$ cat config.mk
export PLATFORM = sky130hd
export DESIGN_NAME = mem_wait_unit
export DESIGN_NICKNAME = d
export VERILOG_FILES = /design/src/rtl/mem_wait_unit_pkg.sv /design/src/rtl/mem_wait_chan.sv /design/src/rtl/mem_wait_unit.sv
export SDC_FILE = /design/constraint.sdc
export NUM_CORES = 1
export LEC_CHECK = 0
export CORE_AREA = 2 2 239 241
export DETAILED_ROUTE_END_ITERATION = 16
export DIE_AREA = 0 0 241 243
export GPL_TIMING_DRIVEN = 0
export PLACE_DENSITY = 0.49
export SYNTH_ARGS = -nofsm -noshare
export SYNTH_HDL_FRONTEND = slang
export SYNTH_SLANG_ARGS = --single-unit
$ cat constraint.sdc
create_clock -name clk -period 3.1 [get_ports clk]
set_input_delay 0.775 -clock clk [delete_from_list [all_inputs] [get_ports clk]]
set_output_delay 0.775 -clock clk [all_outputs]
set_load 0.05 [all_outputs]
$ cat src/rtl/mem_wait_unit_pkg.sv
// Shared types for the memory wait unit.
// - chan_state_t : per-channel handshake FSM state
// - ibus/dbus request and response structs describing the bus layout at default widths
// - chan_active  : true while a channel may still be issuing/awaiting its request
package mem_wait_unit_pkg;

   localparam int unsigned DefXlen = 64;
   localparam int unsigned DefIlen = 32;

   typedef enum logic [1:0] {
      StIdle  = 2'd0,
      StWait  = 2'd1,
      StHold  = 2'd2,
      StDrain = 2'd3
   } chan_state_t;

   typedef struct packed {
      logic               valid;
      logic [DefXlen-1:0] addr;
   } ibus_req_t;

   typedef struct packed {
      logic               data_ok;
      logic [DefIlen-1:0] data;
   } ibus_resp_t;

   typedef struct packed {
      logic               valid;
      logic [DefXlen-1:0] addr;
      logic [DefXlen-1:0] wdata;
      logic [7:0]         strobe;
      logic [2:0]         size;
   } dbus_req_t;

   typedef struct packed {
      logic               data_ok;
      logic [DefXlen-1:0] data;
   } dbus_resp_t;

   function automatic logic chan_active(chan_state_t s);
      return (s == StIdle) || (s == StWait);
   endfunction

endpackage

$ cat src/rtl/mem_wait_chan.sv
// One bus channel: handshake FSM plus response buffer.
// Ports:
//   clk, reset        clock, synchronous active-high reset
//   need              stage wants an access this cycle
//   kill              abandon the current access (only honoured when HasDrain)
//   advance           pipeline moves this cycle
//   data_ok, bus_data bus response
//   bus_valid         bus request valid
//   done              access complete this cycle (response or buffered)
//   drain             waiting to swallow a killed response
//   data              response to the stage: live bus data or the buffer
module mem_wait_chan
   import mem_wait_unit_pkg::*;
#(
   parameter int unsigned DataW    = 32,
   parameter bit          HasDrain = 1'b0
) (
   input  logic             clk,
   input  logic             reset,
   input  logic             need,
   input  logic             kill,
   input  logic             advance,
   input  logic             data_ok,
   input  logic [DataW-1:0] bus_data,
   output logic             bus_valid,
   output logic             done,
   output logic             drain,
   output logic [DataW-1:0] data
);

   chan_state_t      state_q;
   logic [DataW-1:0] buf_q;
   logic             active;
   logic             kill_en;

   assign active    = chan_active(state_q);
   assign kill_en   = HasDrain && kill;
   assign drain     = (state_q == StDrain);
   // A drained request must stay on the bus until its response arrives.
   assign bus_valid = (need && active) || drain;
   assign done      = (data_ok && active) || (state_q == StHold);
   assign data      = data_ok ? bus_data : buf_q;

   always_ff @(posedge clk) begin
      if (reset) begin
         state_q <= StIdle;
         buf_q   <= '0;
      end else begin
         unique case (state_q)
            StIdle, StWait: begin
               if (data_ok) begin
                  if (kill_en || advance) begin
                     state_q <= StIdle;
                  end else begin
                     state_q <= StHold;
                     buf_q   <= bus_data;
                  end
               end else if (kill_en && (state_q == StWait)) begin
                  state_q <= StDrain;
               end else if (need) begin
                  state_q <= StWait;
               end else begin
                  state_q <= StIdle;
               end
            end
            StHold: begin
               if (advance || kill_en) begin
                  state_q <= StIdle;
               end
            end
            StDrain: begin
               if (data_ok) begin
                  state_q <= StIdle;
               end
            end
            default: state_q <= StIdle;
         endcase
      end
   end

`ifndef SYNTHESIS
   // The stage is stalled while a request is outstanding, so need cannot fall.
   always_ff @(posedge clk) begin
      if (!reset && (state_q == StWait)) begin
         assert (need);
      end
   end
`endif

endmodule

$ cat src/rtl/mem_wait_unit.sv
// Bus handshake and stall generation between fetch/memory stages and the ibus/dbus.
// Ports:
//   clk, reset                          clock, synchronous active-high reset
//   i_need, i_addr, i_kill              fetch request and redirect-kill
//   d_need, d_addr, d_wdata,
//   d_strobe, d_size                    memory-stage request (strobe 0 = load)
//   advance                             pipeline moves this cycle
//   ibus_*                              instruction bus request/response
//   dbus_*                              data bus request/response
//   i_inst, d_rdata                     responses delivered to the stages
//   invalid                             stall request to hazard control
module mem_wait_unit
   import mem_wait_unit_pkg::*;
#(
   parameter int unsigned XLEN = DefXlen,
   parameter int unsigned ILEN = DefIlen
) (
   input  logic            clk,
   input  logic            reset,
   input  logic            i_need,
   input  logic [XLEN-1:0] i_addr,
   input  logic            i_kill,
   input  logic            d_need,
   input  logic [XLEN-1:0] d_addr,
   input  logic [XLEN-1:0] d_wdata,
   input  logic [7:0]      d_strobe,
   input  logic [2:0]      d_size,
   input  logic            advance,
   output logic            ibus_valid,
   output logic [XLEN-1:0] ibus_addr,
   input  logic            ibus_data_ok,
   input  logic [ILEN-1:0] ibus_data,
   output logic            dbus_valid,
   output logic [XLEN-1:0] dbus_addr,
   output logic [XLEN-1:0] dbus_wdata,
   output logic [7:0]      dbus_strobe,
   output logic [2:0]      dbus_size,
   input  logic            dbus_data_ok,
   input  logic [XLEN-1:0] dbus_data,
   output logic [ILEN-1:0] i_inst,
   output logic [XLEN-1:0] d_rdata,
   output logic            invalid
);

   logic            i_done;
   logic            i_drain;
   logic            d_done;
   logic            d_drain;
   logic [XLEN-1:0] kill_addr_q;

   mem_wait_chan #(
      .DataW    (ILEN),
      .HasDrain (1'b1)
   ) u_i_chan (
      .clk       (clk),
      .reset     (reset),
      .need      (i_need),
      .kill      (i_kill),
      .advance   (advance),
      .data_ok   (ibus_data_ok),
      .bus_data  (ibus_data),
      .bus_valid (ibus_valid),
      .done      (i_done),
      .drain     (i_drain),
      .data      (i_inst)
   );

   mem_wait_chan #(
      .DataW    (XLEN),
      .HasDrain (1'b0)
   ) u_d_chan (
      .clk       (clk),
      .reset     (reset),
      .need      (d_need),
      .kill      (1'b0),
      .advance   (advance),
      .data_ok   (dbus_data_ok),
      .bus_data  (dbus_data),
      .bus_valid (dbus_valid),
      .done      (d_done),
      .drain     (d_drain),
      .data      (d_rdata)
   );

   // The fetch PC is redirected on a kill, but the abandoned request must stay on the
   // bus unchanged until its response is swallowed, so remember its address.
   always_ff @(posedge clk) begin
      if (reset) begin
         kill_addr_q <= '0;
      end else if (i_kill && !i_drain) begin
         kill_addr_q <= i_addr;
      end
   end

   assign ibus_addr   = i_drain ? kill_addr_q : i_addr;
   assign dbus_addr   = d_addr;
   assign dbus_wdata  = d_wdata;
   assign dbus_strobe = d_strobe;
   assign dbus_size   = d_size;

   // d_drain is always low (no drain on the data side); kept for symmetry.
   assign invalid = (i_need && !i_done) || (d_need && !d_done) || i_drain || d_drain;

endmodule
Word level (Yosys, flattened, before mapping)
Index checks and enable logic that the tools add are counted.
- flip-flop bits (word level): 164
- bits of input ports: 307
- output and inout port bits: 302
- word-level logic and storage cells: 62
- equality and inequality tests: 10
- multiplexer cells: 16
- bitwise logic cells: 2
- reductions and logical operators: 29
- operators with widths (cell ; count):
    $mux 64 ; 2
    $mux 32 ; 1
    $mux 2 ; 9
    $pmux 2 s3 ; 2
    $logic_or 1x1->1 ; 10
    $eq 2x2->1 const B ; 4
    $logic_and 1x1->1 ; 8
    $ne 2x2->1 const B ; 4
    $reduce_and 3->1 ; 2
    $eq 2x1->1 const B ; 2
    $logic_not 2->1 ; 2
    $reduce_and 2->1 ; 2
    $reduce_or 2->1 ; 2
    $logic_not 1->1 ; 3
    $mux 1 ; 2
    $not 1->1 ; 2

Longest topological paths before layout
- word-level depth: 9
- mapped depth: 6
- mapped depth without buffers: 3

Cells and area by module
From an unflattened synthesis, not the netlist that was laid out.
- cell total of the unflattened synthesis: 1056
- area total of the unflattened synthesis: 10318.6 sq um
- by module, submodules not included (module ; instances ; cells each ; area each (sq um) ; sequential area each (sq um)):
    mem_wait_unit ; 1 ; 507 ; 4969.8 ; 1281.2
    mem_wait_chan at u_d_chan ; 1 ; 360 ; 3718.6 ; 1321.3
    mem_wait_chan at u_i_chan ; 1 ; 189 ; 1630.3 ; 680.7

Worst setup path after synthesis
Ideal clock, no wire load.
- path kind: input -> output
- start: in ibus_data_ok
- end: out invalid
- arrival time: 2.288 ns
- data required time: 2.325 ns
- path slack: 0.037 ns
- stages on the path: 3
- buffers on the path: 2
- path through: buf_2 > buf_1 > o21ai_0
- cells in the longest elaborated chain, start to end: 7
- ends and longest elaborated chain (item ; line ; text):
    start, declared ; mem_wait_unit.sv:31 ; input logic ibus_data_ok,
    $logic_and 1x1->1 ; mem_wait_chan.sv:41 ; assign done = (data_ok && active) || (state_q == StHold);
    $logic_or 1x1->1 ; mem_wait_chan.sv:41 ;
    $logic_not 1->1 ; mem_wait_unit.sv:102 ; assign invalid = (i_need && !i_done) || (d_need && !d_done) || i_drain || d_drain;
    $logic_and 1x1->1 ; mem_wait_unit.sv:102 ;
    $logic_or 1x1->1 (3 in series) ; mem_wait_unit.sv:102 ;
    end, declared ; mem_wait_unit.sv:42 ; output logic invalid
No other way between the ends.

Worst setup path in the final report
- start: in ibus_data[31]
- end: out i_inst[31]
- cells in the longest elaborated chain, start to end: 1
- ends and longest elaborated chain (item ; line ; text):
    start, declared ; mem_wait_unit.sv:32 ; input logic [ILEN-1:0] ibus_data,
    $mux 32 ; mem_wait_chan.sv:42 ; assign data = data_ok ? bus_data : buf_q;
    end, declared ; mem_wait_unit.sv:40 ; output logic [ILEN-1:0] i_inst,
No other way between the ends.

==> impl_metrics.prom <==
# TYPE chip_impl_metric gauge
chip_impl_metric{name="layout_setup_ws",unit="ns"} 0.0811
chip_impl_info{name="rsz_0062_raised_after_global_routing",value="no"} 1
chip_impl_metric{name="max_freq",unit="MHz"} 331
chip_impl_metric{name="number_of_global_route_vias_before_repair",unit=""} 8792
chip_impl_metric{name="clkSlewWorstSetupHoldPaths",unit="ns"} 0.06
chip_impl_metric{name="clock_tree.htree_level_count",unit=""} 4
chip_impl_metric{name="cp_data_required_time",unit="ns"} 2.32
chip_impl_info{name="run_status",value="completed"} 1
chip_impl_metric{name="slew_violations",unit=""} 0
chip_impl_metric{name="clock_sink_count",unit=""} 164
chip_impl_metric{name="design.die.area",unit="sq um"} 58600
chip_impl_metric{name="clkLatencyLatePin",unit="ns"} 0.49
chip_impl_info{name="endpoint_kind",value="output port"} 1
chip_impl_metric{name="cts_buffer_depth",unit=""} 2
chip_impl_metric{name="global_route_wire_length_before_repair",unit="mm"} 53.0
chip_impl_metric{name="place.detailed.instances",unit=""} 2262
chip_impl_metric{name="cts_setup_buffers",unit=""} 0
chip_impl_metric{name="place_congestion",unit=""} 0.761
chip_impl_metric{name="synth_largest_type_area_fraction",unit=""} 0.368
chip_impl_metric{name="postSynthCellCount",unit=""} 1040
chip_impl_metric{name="crit_buf_inv",unit=""} 2
chip_impl_info{name="synth_top_family_by_area",value="multiplexers"} 1
chip_impl_metric{name="initial_antenna_violation_count",unit=""} 1
chip_impl_metric{name="grt_util_all_layers",unit=""} 0.122
chip_impl_metric{name="asr_flop_ratio_synth",unit=""} 0
chip_impl_info{name="crit_chain",value="clkdlybuf4s50_1 -> mux2_2 -> clkdlybuf4s50_1"} 1
chip_impl_metric{name="yosys-mux-area-fraction",unit=""} 0.204
chip_impl_metric{name="ant_nets",unit=""} 0
chip_impl_metric{name="tightestPinTransition",unit="ns"} 0.846
chip_impl_metric{name="cts-hold-fix-buffers",unit=""} 0
chip_impl_metric{name="io_pins",unit=""} 609
chip_impl_metric{name="totalPowerFinal",unit="W"} 0.00666
chip_impl_metric{name="post_synth_xor_area_fraction",unit=""} 0
chip_impl_metric{name="synth_warnings",unit=""} 0
chip_impl_info{name="synth.area.top_cells",value="sky130_fd_sc_hd__dfxtp_1 37%, sky130_fd_sc_hd__mux2_2 20%, sky130_fd_sc_hd__nand2_1 12%"} 1
chip_impl_metric{name="critPathMaxStageDelay",unit="ns"} 0.82
chip_impl_metric{name="grt_max_degree",unit=""} 17
chip_impl_metric{name="synth_seq_area_share",unit=""} 0.368
chip_impl_metric{name="synth-adder-area-share",unit=""} 0
chip_impl_metric{name="timing.critical_path.arrival",unit="ns"} 2.24
chip_impl_metric{name="finalHoldViolCount",unit=""} 0
chip_impl_metric{name="worst-r2r-setup-slack",unit="ns"} 1.37
chip_impl_info{name="min-delay-path-class",value="reg2reg"} 1
chip_impl_metric{name="firstDrtPassIters",unit=""} 6
chip_impl_metric{name="die_height",unit="microns"} 243
chip_impl_metric{name="fin_cells",unit=""} 2295
chip_impl_metric{name="drive_gt1_frac",unit=""} 0.322
chip_impl_metric{name="ir_drop",unit="uV"} 428
chip_impl_info{name="cts_root_buf",value="sky130_fd_sc_hd__clkbuf_16"} 1
chip_impl_metric{name="placement.setup.worst_slack",unit="ns"} -0.417
chip_impl_metric{name="min_period_over_period",unit=""} 0.974
chip_impl_info{name="worstSetupEndpoint",value="i_inst[31]"} 1
chip_impl_metric{name="synthDistinctLibCells",unit=""} 27
chip_impl_metric{name="syn-mean-instance-area",unit="sq um"} 8.59
chip_impl_metric{name="maxCapViolations",unit=""} 0
chip_impl_metric{name="chipWidth",unit="microns"} 241
chip_impl_metric{name="post-dp-hpwl",unit="mm"} 28.7
chip_impl_metric{name="num_vias",unit=""} 8543
chip_impl_info{name="worstSetupPathType",value="in2out"} 1
chip_impl_metric{name="core_area",unit="sq um"} 56000
chip_impl_metric{name="timing.critical_path.depth",unit=""} 3
chip_impl_metric{name="area_growth_syn_to_layout",unit="%"} 69.0
chip_impl_metric{name="timing.max_slew.rel_slack",unit=""} 0.436
chip_impl_info{name="worstReg2RegEnd",value="kill_addr_q[1]"} 1
chip_impl_metric{name="fin_skew",unit="ns"} 0.0100
chip_impl_metric{name="vias_per_cell",unit=""} 3.72
chip_impl_metric{name="std_cell_rows",unit=""} 87
chip_impl_metric{name="setup_viol",unit=""} 0
chip_impl_info{name="start_kind",value="primary input"} 1
chip_impl_metric{name="setup_tns",unit="ns"} 0
chip_impl_info{name="critical-path-top-cell-by-count",value="sky130_fd_sc_hd__clkdlybuf4s50_1"} 1
chip_impl_metric{name="cp_max_fo",unit=""} 2
chip_impl_metric{name="layout.core_utilization",unit=""} 0.270
chip_impl_metric{name="layout_min_cycle_time",unit="ns"} 3.02
chip_impl_metric{name="initial_utilization",unit=""} 0.160
chip_impl_metric{name="synth_compound_area_frac",unit=""} 0.109
chip_impl_metric{name="syn_area",unit="sq um"} 8930
chip_impl_info{name="netlist.top_cell.by_area",value="sky130_fd_sc_hd__dfxtp_1"} 1
chip_impl_metric{name="placement.io_buffers",unit=""} 466
chip_impl_info{name="ys_dominant_reg_cell",value="sky130_fd_sc_hd__dfxtp_1"} 1
chip_impl_info{name="tritoncts",value="built"} 1
chip_impl_metric{name="cellPowerDensity",unit="nW/um^2"} 441
chip_impl_metric{name="synth_edf_count",unit=""} 0
chip_impl_metric{name="synth_seq_cells",unit=""} 164
chip_impl_metric{name="cts_buffers",unit=""} 17
chip_impl_metric{name="synth_fp_nets",unit=""} 1347
chip_impl_metric{name="final_net_count",unit=""} 1832
chip_impl_info{name="crit_path_top_delay_cell",value="sky130_fd_sc_hd__clkdlybuf4s50_1"} 1
chip_impl_metric{name="synth_simple_gate_area_frac",unit=""} 0.154
chip_impl_metric{name="route.detailed.wl_per_inst",unit="microns"} 15.8
chip_impl_info{name="cp_top_family",value="buffers and inverters"} 1
chip_impl_metric{name="worst_r2r_path_depth",unit=""} 5
chip_impl_metric{name="remaining_drc_errors",unit=""} 0
chip_impl_info{name="cp-startpoint",value="ibus_data[31]"} 1
chip_impl_metric{name="grt-ovfl-total",unit=""} 0
chip_impl_info{name="worstReg2RegStart",value="u_i_chan.state_q[0]"} 1
chip_impl_metric{name="totalWireLength",unit="mm"} 36.3
chip_impl_metric{name="power.static_leakage",unit="nW"} 6.20
chip_impl_metric{name="drt_first_iter_violations",unit=""} 212
worst reg2reg max path, delay by kind of cell (launching register included):
kind / cells / cell delay [ns]
buf+inv: 2 / 0.77
flops: 1 / 0.46
compound gates: 2 / 0.33
simple gates: 1 / 0.10
flip-flops by register name, summed over array words and instances, names as in the netlist:
register,flops
kill_addr_q,64
u_d_chan.buf_q,64
u_d_chan.state_q,2
u_i_chan.buf_q,32
u_i_chan.state_q,2
cell usage in the layout (no fill, tap or decap), types with 2 or more instances in the layout:
cell and instances:
sky130_fd_sc_hd__clkdlybuf4s50_1 310, sky130_fd_sc_hd__clkbuf_16 17, sky130_fd_sc_hd__clkdlybuf4s15_2 41, sky130_fd_sc_hd__mux2_2 161, sky130_fd_sc_hd__bufinv_16 2, sky130_fd_sc_hd__clkbuf_1 20, sky130_fd_sc_hd__clkinvlp_4 2, sky130_fd_sc_hd__a21oi_2 30
sky130_fd_sc_hd__nor3b_1 3, sky130_fd_sc_hd__clkinv_4 4, sky130_fd_sc_hd__buf_2 33, sky130_fd_sc_hd__inv_6 5, sky130_fd_sc_hd__nand2_2 29, sky130_fd_sc_hd__buf_6 9, sky130_fd_sc_hd__buf_12 3, sky130_fd_sc_hd__o21ai_0 3
sky130_fd_sc_hd__clkbuf_2 4, sky130_fd_sc_hd__dfxtp_1 164, sky130_fd_sc_hd__a21oi_1 133, sky130_fd_sc_hd__nand2_1 292, sky130_fd_sc_hd__buf_4 148, sky130_fd_sc_hd__dlymetal6s2s_1 14, sky130_fd_sc_hd__dlygate4sd2_1 91, sky130_fd_sc_hd__buf_1 5
metal layers:
layer / global-route usage / share of wire
met1: 0.125 / 0.37
met2: 0.219 / 0.52
met3: 0.0507 / 0.099
met4: 0.0418 / 0.015
met5: 0 / 0
worst min path at each step:
stage                      startpoint                 to  slack, ns  cells after the start
floorplan              kill_addr_q[0]     kill_addr_q[0]       0.43                      2
global placement      kill_addr_q[56]    kill_addr_q[56]       0.44                      2
detailed placement    kill_addr_q[25]    kill_addr_q[25]       0.44                      2
CTS                   kill_addr_q[43]    kill_addr_q[43]       0.46                      2
global route          kill_addr_q[38]    kill_addr_q[38]       0.47                      2
finish              u_d_chan.buf_q[8]  u_d_chan.buf_q[8]       0.45                      2
report_power, final:
group / internal (W) / leakage (nW) / switching, W
Clock: 0.00120 / 0.287 / 0.00104
Sequential: 0.00221 / 1.34 / 0.0000513
Combinational: 0.000827 / 4.57 / 0.00133
Total: 0.00424 / 6.20 / 0.00242
metrics by stage:
stage	hold WS (ns)	cell area, sq um
6_report	0.453	15100
5_1_grt	0.466	15100
4_1_cts	0.456	15100
3_5_place_dp	0.445	14500
3_3_place_gp	0.440	14500
2_1_floorplan	0.434	8930
synth_stat cells, types with 3 or more instances:
library cell	count
sky130_fd_sc_hd__buf_4	139
sky130_fd_sc_hd__a21oi_1	133
sky130_fd_sc_hd__buf_6	8
sky130_fd_sc_hd__mux2_2	161
sky130_fd_sc_hd__clkbuf_1	23
sky130_fd_sc_hd__buf_12	3
sky130_fd_sc_hd__a21oi_2	30
sky130_fd_sc_hd__dfxtp_1	164
sky130_fd_sc_hd__nor3b_1	3
sky130_fd_sc_hd__nand2_2	29
sky130_fd_sc_hd__nand2_1	292
sky130_fd_sc_hd__buf_2	33
sky130_fd_sc_hd__buf_1	6
sky130_fd_sc_hd__o21ai_0	3
logic make-up after synthesis:
kind of cell	count (synthesis)
compound gates	170
buf+inv	212
flops	164
mux	162
simple gates	332
final cells by class:
class / instances / area (sq um)
antenna: 1 / 2.50
buffer: 212 / 1500
clock buffer: 17 / 425
clock inverter: 15 / 170
fill: 6095 / 40900
multi-input combinational: 664 / 4180
sequential: 164 / 3280
tap: 756 / 946
timing repair buffer: 466 / 4590
repair_timing:
action | 4_1_cts | 5_1_grt
gates cloned | 0 | 0
endpoints found under the setup margin | 156 | 16
gates resized for setup | 275 | 17
Note: power is estimated with default switching activity, not from simulation.
==> RTL change 1 (same flow settings) <==
`HasDrain`: 1'b1 -> 1'b0.
--- a/src/rtl/mem_wait_unit.sv
+++ b/src/rtl/mem_wait_unit.sv
@@ -52,3 +52,3 @@
       .DataW    (ILEN),
-      .HasDrain (1'b1)
+      .HasDrain (1'b0)
    ) u_i_chan (
Function: changed (a bounded check fails within 4 cycles, from zero or initial values and one cycle with reset high).
==> RTL change 1 against the original RTL <==
  * Largest power group unchanged
  * Cell area grew 8.2%
  * Clock skew about the same
  * Register-to-register slack worse by 0.07 ns
  * Via count grew 0.62%
  * Wire length increased by 4.5%
  * Critical endpoint is now i_inst[3]
  * Sequential cell count unchanged
  * Area after synthesis is 15% higher
  * Setup slack lost 0.00052 ns
  * Total power is 2.3% higher
  * Non-clock buffer count unchanged
==> RTL change 1: results <==
export IMPL_root_buffer="clkbuf_16"
export IMPL_grt_pass1_wl_mm=55.6
export IMPL_drive_gt1_frac=0.226
export IMPL_whs_path_depth=2
export IMPL_rr_endpoint="u_d_chan.buf_q[57]"
export IMPL_gp_congestion=0.714
export IMPL_synth_nets=1341
export IMPL_avgSynthCellArea_um2=9.92
export IMPL_antenna_found_initial=0
export IMPL_clkLatencyLatePin_ns=0.49
export IMPL_p_leak_nw=6.71
export IMPL_outcome="completed"
export IMPL_globalRouteTotalUtil=0.127
export IMPL_hp_start="kill_addr_q[24]"
export IMPL_ys_seq_area_frac=0.320
export IMPL_pre_cts_ws_ns=-0.908
export IMPL_synth_async_reset_ratio=0
export IMPL_dr_pass1_iters=4
export IMPL_timing_hold_ws_ns=0.469
export IMPL_dp_cells=2257
export IMPL_whs_endpoint="kill_addr_q[24]"
export IMPL_nets=1827
export IMPL_cp_data_arrival_time_ns=2.24
export IMPL_finalWirelength_mm=37.9
export IMPL_relSlewSlack=0.445
export IMPL_synth_area_leaders="dfxtp_1 32%, nand2b_1 20%, mux2i_1 16%, buf_4 11%, mux2_1 10%"
export IMPL_ff2ff_setup_slack_ns=1.30
export IMPL_vias_per_cell=3.76
export IMPL_r2r_cells=4
export IMPL_skew_ns=0.00958
export IMPL_synth_common_cells="321 x nand2b_1, 164 x dfxtp_1, 162 x mux2i_1, 147 x buf_4, 92 x mux2_1"
export IMPL_path_clk_slew_ns=0.06
export IMPL_drtIter0Drc=190
export IMPL_yosysUniqueCellTypes=19
export IMPL_grt_pass1_vias=9029
export IMPL_numPortBuffers=467
export IMPL_reg2reg_from="u_d_chan.state_q[1]"
export IMPL_ir_drop_mv=0.389
export IMPL_place_hpwl_mm=29.8
export IMPL_vias=8596
export IMPL_postPlaceCellArea_um2=15900
RTL change 1: cell count changes after synthesis, moves of 9 or more:
cell      delta
a21oi_2     -30
mux2_1      +92
mux2i_1    +161
clkbuf_1     +9
buf_2        -9
nand2b_1   +320
mux2_2      -92
nand2_2     -29
nand2_1    -290
a21oi_1    -133
RTL change 1: worst max-delay path by stage:
stage / from / to / cells after the start
3_3_place_gp: dbus_data_ok / d_rdata[44] / 5
6_report: ibus_data[3] / i_inst[3] / 3
5_1_grt: dbus_data_ok / d_rdata[48] / 5
4_1_cts: dbus_data_ok / d_rdata[38] / 5
3_5_place_dp: dbus_data_ok / d_rdata[38] / 5
2_1_floorplan: ibus_data_ok / invalid / 3
RTL change 1: layout make-up:
| cell class | instances | area (µm²) |
|---|---|---|
| tap | 756 | 946 |
| timing repair buffer | 467 | 4520 |
| clock buffer | 22 | 474 |
| antenna | 1 | 2.50 |
| buffer | 211 | 1460 |
| sequential | 164 | 3280 |
| clock inverter | 9 | 104 |
| multi-input combinational | 658 | 5540 |
| inverter | 1 | 3.75 |
| fill | 5989 | 39600 |
RTL change 1: metal layers:
| layer | global-route usage | wire [µm] | share of wire |
|---|---|---|---|
| met1 | 0.141 | 15400 | 0.40 |
| met3 | 0.0446 | 2900 | 0.076 |
| met5 | 0 | 0 | 0 |
| met4 | 0.0363 | 471 | 0.012 |
| met2 | 0.228 | 19200 | 0.51 |
RTL change 1: cell families (layout without fill, tap and decap cells):
group                  after synthesis  in the layout  synth area share
muxes                              323            323             0.335
AOI/OAI and AO/OA                    6              6           0.00463
and+or+nand+nor                    329            329             0.201
buffers and inverters              212            710             0.140
DFF                                164            164             0.320
other                                0              1                 0
RTL change 1: worst max-delay path, stage by stage:
cell	delay, ns
clkdlybuf4s50_1	0.49
mux2_2	0.18
clkdlybuf4s50_1	0.80
RTL change 1: timing repair:
action | 4_1_cts | 5_1_grt
setup endpoints to repair | 158 | 20
cloned | 0 | 0
gates resized for setup | 272 | 39
pin swaps | 0 | 0
RTL change 1: where the power goes:
group          internal (mW)  switching, mW
registers               2.23         0.0596
clock network           1.24          0.995
logic                  0.921           1.37
total                   4.39           2.43
==> RTL change 2 (same flow settings) <==
Without the edit above. Add an input register stage for `d_strobe`; this delays it by one clock. The other inputs are not delayed to match.
--- a/src/rtl/mem_wait_unit.sv
+++ b/src/rtl/mem_wait_unit.sv
@@ -43,2 +43,8 @@
 );
+
+   logic [7:0] d_strobe_q;
+
+   always_ff @(posedge clk) begin
+      d_strobe_q <= d_strobe;
+   end
 
@@ -97,3 +103,3 @@
    assign dbus_wdata  = d_wdata;
-   assign dbus_strobe = d_strobe;
+   assign dbus_strobe = d_strobe_q;
    assign dbus_size   = d_size;
Check against the original RTL: not equivalent (Yosys sat finds a counterexample within 4 cycles, from zero or initial values and one cycle with reset high).
==> RTL change 2 against the original RTL <==
  * Cell area increased by 1.5%
  * Total power increased by 2.9%
  * Wire length increased by 3.6%
  * Setup slack got worse by 0.038 ns
  * Area after synthesis increased by 1.2%
  * Highest routed layer is now met5
  * Sequential cell count increased by 8
  * Critical path depth unchanged
  * First-iteration DRC count decreased by 20%
  * Largest cell class unchanged
  * Die area unchanged
  * Critical endpoint is now d_rdata[12]
==> RTL change 2: results <==
export IMPL_outcome="completed"
export IMPL_synth_common_cells="292 x nand2_1, 172 x dfxtp_1, 161 x mux2_2, 133 x a21oi_1, 131 x buf_4"
export IMPL_globalRouteTotalUtil=0.125
export IMPL_ys_seq_area_frac=0.381
export IMPL_skew_ns=0.0196
export IMPL_worst_slew_pin_slew_ns=1.08
export IMPL_powerClk_mw=2.32
export IMPL_n_fill_cell=6073
export IMPL_fmax_mhz=327
export IMPL_reg2reg_from="u_i_chan.state_q[1]"
export IMPL_ir_drop_mv=0.329
export IMPL_synth_area_leaders="dfxtp_1 38%, mux2_2 20%, nand2_1 12%, buf_4 11%, a21oi_1 7.4%"
export IMPL_grt_pass1_wl_mm=53.8
export IMPL_timing_hold_ws_ns=0.453
export IMPL_ff2ff_setup_slack_ns=1.31
export IMPL_p_leak_nw=6.27
export IMPL_r2r_cells=6
export IMPL_avgSynthCellArea_um2=8.69
export IMPL_whs_endpoint="kill_addr_q[1]"
export IMPL_seqPwrFrac=0.346
export IMPL_synth_mux_area_fraction=0.202
export IMPL_p_int_mw=4.45
export IMPL_wl_per_cell_um=16.3
export IMPL_cp_data_arrival_time_ns=2.28
export IMPL_final_area_um2=15300
export IMPL_finalWirelength_mm=37.6
export IMPL_max_stage_delay_ns=0.79
export IMPL_dp_cells=2270
## RTL change 2: area by class of cell
class / count / share of cell area
Antenna cell: 1 / 0.000163
Buffer: 204 / 0.0947
Clock buffer: 19 / 0.0289
Clock inverter: 13 / 0.0107
Multi-Input combinational cell: 664 / 0.273
Sequential cell: 172 / 0.225
Tap cell: 756 / 0.0617
Timing Repair Buffer: 474 / 0.306
## RTL change 2: worst max-delay path by stage
stage,slack [ns],depth (start not counted),end,start
after CTS,-0.02,6,ibus_addr[62],u_i_chan.state_q[1]
final,0.04,3,d_rdata[12],dbus_data[12]
after floorplan,0.04,3,invalid,ibus_data_ok
after global routing,0.003,4,d_rdata[15],dbus_data_ok
after global placement,-0.41,5,d_rdata[44],dbus_data_ok
after detailed placement,-0.40,5,d_rdata[44],dbus_data_ok
## RTL change 2: per-layer routing
layer  track usage  routed length (µm)
met1         0.136               14500
met2         0.219               19000
met3        0.0474                3320
met4        0.0427                 738
met5             0                  13
